===== src/rtl/mem_arbiter.sv =====
// Two-port fixed-priority arbiter (data over fetch) sharing one memory via grant/complete cycles.
// Optional fetch starvation guard enabled by defining MEM_ARB_STARVE_GUARD_EN.
module mem_arbiter #(
    parameter int unsigned ADDR_W     = 10,
    parameter int unsigned DATA_W     = 64,
    parameter int unsigned STARVE_MAX = 4
) (
    input  logic              i_clk,
    input  logic              i_reset,
    input  logic              i_if_req,
    input  logic [ADDR_W-1:0] i_if_addr,
    output logic              o_if_gnt,
    output logic [DATA_W-1:0] o_if_rdata,
    output logic              o_if_valid,
    input  logic              i_d_req,
    input  logic              i_d_we,
    input  logic [ADDR_W-1:0] i_d_addr,
    input  logic [DATA_W-1:0] i_d_wdata,
    output logic              o_d_gnt,
    output logic [DATA_W-1:0] o_d_rdata,
    output logic              o_d_valid,
    output logic [ADDR_W-1:0] o_mem_addr,
    output logic [DATA_W-1:0] o_mem_wdata,
    output logic              o_mem_read,
    output logic              o_mem_write,
    input  logic [DATA_W-1:0] i_mem_rdata
);

    typedef enum logic {StIdle, StWait} state_t;

    state_t r_state;
    logic   r_is_fetch;
    logic   r_is_store;
    logic   w_starved;
    logic   w_if_win;
    logic   w_accept;

`ifdef MEM_ARB_STARVE_GUARD_EN
    localparam int unsigned CNT_W = $clog2(STARVE_MAX + 1);

    logic [CNT_W-1:0] r_starve_cnt;

    assign w_starved = (r_starve_cnt == CNT_W'(STARVE_MAX));

    // Counts data grants won while fetch was also waiting; any fetch grant clears it.
    always_ff @(posedge i_clk) begin
        if (i_reset) begin
            r_starve_cnt <= '0;
        end else if (w_accept) begin
            if (w_if_win) begin
                r_starve_cnt <= '0;
            end else if (i_if_req && !w_starved) begin
                r_starve_cnt <= r_starve_cnt + 1'b1;
            end
        end
    end
`else
    logic w_unused_starve_max;

    assign w_starved           = 1'b0;
    assign w_unused_starve_max = ^STARVE_MAX;
`endif

    assign w_accept = (r_state == StIdle) && (i_if_req || i_d_req);
    assign w_if_win = i_if_req && (!i_d_req || w_starved);

    always_ff @(posedge i_clk) begin
        if (i_reset) begin
            r_state     <= StIdle;
            r_is_fetch  <= 1'b0;
            r_is_store  <= 1'b0;
            o_if_gnt    <= 1'b0;
            o_if_valid  <= 1'b0;
            o_if_rdata  <= '0;
            o_d_gnt     <= 1'b0;
            o_d_valid   <= 1'b0;
            o_d_rdata   <= '0;
            o_mem_addr  <= '0;
            o_mem_wdata <= '0;
            o_mem_read  <= 1'b0;
            o_mem_write <= 1'b0;
        end else begin
            unique case (r_state)
                StIdle: begin
                    o_if_valid <= 1'b0;
                    o_d_valid  <= 1'b0;
                    if (w_accept) begin
                        r_state <= StWait;
                        if (w_if_win) begin
                            r_is_fetch  <= 1'b1;
                            r_is_store  <= 1'b0;
                            o_if_gnt    <= 1'b1;
                            o_mem_addr  <= i_if_addr;
                            o_mem_read  <= 1'b1;
                            o_mem_write <= 1'b0;
                        end else begin
                            r_is_fetch  <= 1'b0;
                            r_is_store  <= i_d_we;
                            o_d_gnt     <= 1'b1;
                            o_mem_addr  <= i_d_addr;
                            o_mem_wdata <= i_d_wdata;
                            o_mem_read  <= !i_d_we;
                            o_mem_write <= i_d_we;
                        end
                    end
                end
                StWait: begin
                    r_state     <= StIdle;
                    o_if_gnt    <= 1'b0;
                    o_d_gnt     <= 1'b0;
                    o_mem_read  <= 1'b0;
                    o_mem_write <= 1'b0;
                    if (r_is_fetch) begin
                        o_if_rdata <= i_mem_rdata;
                        o_if_valid <= 1'b1;
                    end else begin
                        // Stores leave the last load result visible.
                        if (!r_is_store) begin
                            o_d_rdata <= i_mem_rdata;
                        end
                        o_d_valid <= 1'b1;
                    end
                end
                default: r_state <= StIdle;
            endcase
        end
    end

endmodule

===== config.mk =====
export PLATFORM = sky130hd
export DESIGN_NAME = mem_arbiter
export DESIGN_NICKNAME = d
export VERILOG_FILES = /design/src/rtl/mem_arbiter.sv
export SDC_FILE = /design/constraint.sdc
export NUM_CORES = 1
export LEC_CHECK = 0
export CAP_MARGIN = 20
export CORE_ASPECT_RATIO = 0.6
export CORE_UTILIZATION = 41
export DETAILED_ROUTE_END_ITERATION = 10
export GPL_TIMING_DRIVEN = 0
export PLACE_DENSITY = 0.91
export REMOVE_ABC_BUFFERS = 1
export SLEW_MARGIN = 5
export SYNTH_ARGS = -nofsm -noshare
export SYNTH_HDL_FRONTEND = slang
export SYNTH_SLANG_ARGS = --single-unit

===== constraint.sdc =====
create_clock -name i_clk -period 1.6 [get_ports i_clk]
set_input_delay 0.32 -clock i_clk [delete_from_list [all_inputs] [get_ports i_clk]]
set_output_delay 0.32 -clock i_clk [all_outputs]
set_load 0.01 [all_outputs]

==> impl_metrics.ini, run 1 <==
[status]
outcome = complete, no violations

[cts]
cts.sinks = 211
htree_levels = 1
cts_tree = built
cts.clk_slew.worst_paths_ns = 0.07
root_buffer = clkbuf_16
cts_buffers = 20
clock_latency_ns = 0.49
cts_buffer_depth = 3
cts_hold_buf = 0

[worst_setup_path]
end_kind = register
r2r_cells = 5
rr_endpoint = o_d_rdata[21]$_SDFFE_PP0P_
worst-setup-path-type = register to register
start_kind = register
rrSetupSlack_ns = 0.1
cp_max_fo = 21
cp.required_ns = 2.02
max_stage_delay_ns = 0.50
cp_cell_sequence = nor3b_4 -> buf_4 -> buf_8 -> nand2_1 -> a21oi_1
worstPathArrival_ns = 1.92
r2r-start = r_state$_SDFF_PP0_
crit_slowest_cell = dfxtp_4
cp_top_family = flip-flops
critPathBufInv = 2

[die]
ios = 361
die_area_mm2 = 0.0187
die-height_um = 106
start_util = 0.426
core_mm2 = 0.0175
fp.dieW_um = 176
num_rows = 37

[routing]
antenna_left = 0
drt_iter0_drc = 587
wl_um = 25500
drt-pass1-iter-count = 7
drc = 0
via_count = 7533
vias_per_cell = 5.04
wire_per_inst_um = 17.0

[job]
max-cap-violations = 0

[timing]
slew_headroom = 0.562
period_needed_ns = 1.50
slew_viol_final = 0
rsz0062_at_grt = no
final-setup-viol-count = 0
fin_crit_sh = 0.939
hold_viol_final = 0
worst_slew_pin_slew_ns = 0.656
finClkSkew_ns = 0.0160
max_clock_freq_mhz = 665
finalSetupTns_ns = 0

[global_routing]
met3_usage = 0.0705
grt_use_total = 0.260
grt_busiest_layer = met2
grt_pass1_wl_um = 38500
first_global_vias = 7299
antenna_found_initial = 0
grt_max_degree = 107
gr-usage-met1 = 0.306
overflow = 0
gr-usage-met2 = 0.459

[logic_synthesis]
ys_warn_count = 0
synth_area_leaders = dfxtp_1 57%, nand2_1 20%, a21oi_1 13%, buf_6 1.8%, buf_4 1.7%
yosysSeqAreaShare = 0.568
synth_top_area_cell = dfxtp_1
postSynthCellCount = 920
synth_ff_type = dfxtp_1
synth-edff-count = 0
ys_seq_elements = 211
ys_types = 25
syn_area_mm2 = 0.00744
syn_avg_cell_area_um2 = 8.09
synthDominantCellAreaShare = 0.568
async_flop_share = 0

[power_and_ir_drop]
leakage_nw = 5.10
p_per_area_mw_per_mm2 = 1060
ir_drop_mv = 0.921

[cells_and_area]
antennaDiodeCount = 0
layout_commonest_cell = nand2_1
mostFrequentLayoutCells = 385 x nand2_1, 209 x dfxtp_1, 208 x dlygate4sd2_1
drive_gt1_frac = 0.0460
instances_no_fill = 1495
multi_input_area_mm2 = 0.00283
seq_area_mm2 = 0.00423
synthToLayoutAreaGrowth_pct = 55.9
fillers = 1451
finalNetCount = 1400

[hold_path]
worstHoldStart = i_reset
worstHoldEndpoint = o_d_rdata[62]$_SDFFE_PP0P_
hold_path.class = input port to register
hold_depth = 2

[placed_design]
gp_congestion = 0.800
dp_hpwl_um = 17100
numPlacedInstances = 1452
numPortBuffers = 360
## synthesized netlist by cell type (3+ instances only)
library cell,instances
buf_2,18
buf_4,17
nor2_1,19
a21oi_1,194
o22ai_1,5
clkbuf_1,22
inv_1,3
dfxtp_1,211
o2bb2ai_1,4
nand2b_1,3
nand2_1,387
a211oi_1,10
buf_6,12
## worst register-to-register path, cell delays in order (launching register included)
cell,delay (ns)
dfxtp_4,0.50
nor3b_4,0.31
buf_4,0.19
buf_8,0.18
nand2_1,0.12
a21oi_1,0.13
## flip-flops by register name, summed over array words and instances, names as in the netlist, 10 cells and up
| name | count |
|---|---|
| o_if_rdata | 64 |
| o_d_rdata | 64 |
| o_mem_addr | 10 |
| o_mem_wdata | 64 |
## power by group
part / internal, mW / total (mW) / switching, mW
clock: 2.89 / 4.91 / 2.03
sequential: 5.51 / 5.66 / 0.145
combinational: 0.823 / 1.68 / 0.860
total: 9.22 / 12.3 / 3.03
## through the flow
stage               area, um^2  worst slack (ns)  hold WS, ns  utilization  power, mW
detailed placement       11100            -0.821        0.446        0.634       7.58
floorplan                 7000             -1.23        0.389            -       6.34
global placement         10900             -5.41        0.430        0.624       7.52
global route             11600            0.0123        0.324        0.664       12.7
CTS                      11500         -0.000149        0.285        0.661       12.3
finish                   11600            0.0973        0.266        0.664       12.3
## layout make-up
type | count | area share
clock buffers | 27 | 0.0499
clock inverters | 9 | 0.00982
inverters | 5 | 0.00162
multi-input cells | 638 | 0.244
flip-flops and latches | 211 | 0.365
well taps | 234 | 0.0253
repair buffers | 371 | 0.304
## metal layers
metal	wire, um	up-vias
li1	-	3626
met1	9940	3555
met2	12600	302
met3	2170	50
met4	735	0
met5	0	-
## how the worst max path moves through the flow
stage                             startpoint                            to  slack (ns)  cells past startpoint
after floorplan           r_state$_SDFF_PP0_   o_mem_wdata[0]$_SDFFE_PP0P_       -1.23                      3
after global placement               i_reset       o_mem_read$_SDFFE_PP0P_       -5.41                      3
after detailed placement             i_d_req  o_mem_wdata[12]$_SDFFE_PP0P_       -0.82                      5
after CTS                 r_state$_SDFF_PP0_    o_d_rdata[16]$_SDFFE_PP0P_     -0.0001                      4
after global routing                 i_d_req  o_mem_wdata[29]$_SDFFE_PP0P_        0.01                      5
final                     r_state$_SDFF_PP0_    o_d_rdata[21]$_SDFFE_PP0P_         0.1                      5
## cell families after synthesis
kind of cell / synth area share
buffers and inverters: 0.0611
flip-flops: 0.568
AND/OR/NAND/NOR: 0.213
AO/OA/AOI/OAI: 0.156
multiplexers: 0.00135
## timing repair
action,CTS,global route
pin swaps,1,0
gates resized for setup,214,5
buffers inserted,2,2
gates cloned,3,0
endpoints found under the setup margin,400,67
(Power assumes the default switching activity.)
==> inputs of run 2 (changes only) <==
SETUP_SLACK_MARGIN = 0.15   (was unset)
==> run 2 against run 1 <==
  * Cell count increased by 0.80%
  * Clock power about the same
  * Total power increased by 0.47%
  * Maximum frequency increased by 5.2%
  * Wire length increased by 1.9%
  * Sequential cell count unchanged
  * Combinational power increased by 4%
  * Critical path type is now register to primary output
  * Critical endpoint is now o_d_rdata[11]
  * Highest routed layer unchanged
==> impl_metrics.ini, run 2 (same netlist as run 1, synthesis figures left out) <==
[status]
outcome = complete, no violations

[power_and_ir_drop]
leakage_nw = 4.73
ir_drop_mv = 0.911
p_per_area_mw_per_mm2 = 1050

[placed_design]
numPortBuffers = 360
dp_slack_ns = -0.821
gp_congestion = 0.800
dp_hpwl_um = 17100

[timing]
worst_slew_pin_slew_ns = 0.641
max_clock_freq_mhz = 700
fin_crit_sh = 0.893
rsz0062_at_grt = no
hold_viol_final = 0
final-setup-viol-count = 0
timing.hold.ws_ns = 0.288
period_needed_ns = 1.43
slew_headroom = 0.573
finClkSkew_ns = 0.0151
slew_viol_final = 0
setup_ws_ns = 0.172

[die]
die-height_um = 106
start_util = 0.426
core_mm2 = 0.0175
fp.dieW_um = 176
die_area_mm2 = 0.0187
num_rows = 37
ios = 361

[cts]
cts_tree = built
cts_hold_buf = 0
cts_buffers = 20
root_buffer = clkbuf_16
clock_latency_ns = 0.49
cts.clk_slew.worst_paths_ns = 0.07
cts_buffer_depth = 3
htree_levels = 1
cts.sinks = 211

[worst_setup_path]
end_kind = primary output
cp_cell_sequence = dlygate4sd2_1
rrSetupSlack_ns = 0.23
start_kind = register
max_stage_delay_ns = 0.34
cp_max_fo = 2
cp_top_family = flip-flops
worstPathArrival_ns = 1.11
crit_slowest_cell = dfxtp_1
worst-setup-path-type = register to primary output
cp.required_ns = 1.28
critPathBufInv = 1

[routing]
top_layer = met4
antenna_left = 0
drt-pass1-iter-count = 5
drt_iter0_drc = 630
wire_per_inst_um = 17.2
via_count = 7645
wl_met3_um = 2330
vias_per_cell = 5.07
drc = 0
drt-met1-wl_um = 10200
wl_um = 26000
wl_met2_um = 12700

[global_routing]
overflow = 0
grt_use_total = 0.262
first_global_vias = 7351
grt_max_degree = 107
grt_pass1_wl_um = 38700
antenna_found_initial = 0

[cells_and_area]
finalNetCount = 1412
reg_top3 = o_d_rdata x64, o_if_rdata x64, o_mem_wdata x64
layout_commonest_cell = nand2_1
synthToLayoutAreaGrowth_pct = 57.6
mostFrequentLayoutCells = 386 x nand2_1, 208 x dfxtp_1, 194 x a21oi_1
antennaDiodeCount = 0
drive_gt1_frac = 0.0817

[job]
max-cap-violations = 0

[hold_path]
hold_path.class = input port to register
-- run 2: cell types whose count changed in the layout (fill, tap and decap cells not counted), sizes merged --
cell and delta:
clkbuf +29, buf +11, dlygate4sd2 -136, and2 +2, clkdlybuf4s15 +106
-- run 2: timing repair --
| action | 4_1_cts | 5_1_grt |
|---|---|---|
| endpoints found under the hold margin | 0 | 0 |
| pin swaps | 2 | 3 |
| buffers inserted | 9 | 5 |
| endpoints found under the setup margin | 409 | 205 |
| cloned | 3 | 2 |
| gates resized for setup | 263 | 128 |
-- run 2: final timing paths --
check,to,start,depth (start not counted)
worst max-delay path,o_d_rdata[11],o_d_rdata[11]$_SDFFE_PP0P_,1
worst min-delay path,o_d_rdata[62]$_SDFFE_PP0P_,i_reset,2
worst max register to register,o_d_rdata[19]$_SDFFE_PP0P_,r_is_fetch$_SDFFE_PP0P_,4
worst min register to register,o_d_rdata[54]$_SDFFE_PP0P_,o_d_rdata[54]$_SDFFE_PP0P_,2
-- run 2: stage by stage --
stage                     total power [mW]  utilization  setup TNS (ns)  instances  instance area [um^2]
after global placement                7.52        0.624         -978.28       1445                 10900
after global routing                  12.8        0.672               0       1507                 11700
after CTS                             12.4        0.669               0       1500                 11700
final                                 12.3        0.672               0       1507                 11700
after floorplan                       6.34            -         -168.77        851                  7000
after detailed placement              7.58        0.634          -77.68       1452                 11100
-- run 2: cell type report --
| class | count | area [um^2] |
|---|---|---|
| timing repair buffer | 381 | 3640 |
| inverter | 5 | 18.8 |
| clock buffer | 27 | 578 |
| clock inverter | 9 | 114 |
| sequential | 211 | 4230 |
| multi-input combinational | 640 | 2850 |
| fill | 1377 | 5730 |
| tap | 234 | 293 |
-- run 2: layer usage --
| layer | vias to the layer above | track usage |
|---|---|---|
| met5 | - | 0 |
| met4 | 0 | 0.0783 |
| met3 | 57 | 0.0676 |
| met2 | 349 | 0.464 |
| met1 | 3586 | 0.312 |
| li1 | 3653 | - |
-- run 2: power by group --
group	leakage (nW)	total [mW]	switching (mW)	internal, mW
combinational	2.68	1.75	0.882	0.866
sequential	1.72	5.66	0.145	5.51
clock	0.331	4.90	2.02	2.89
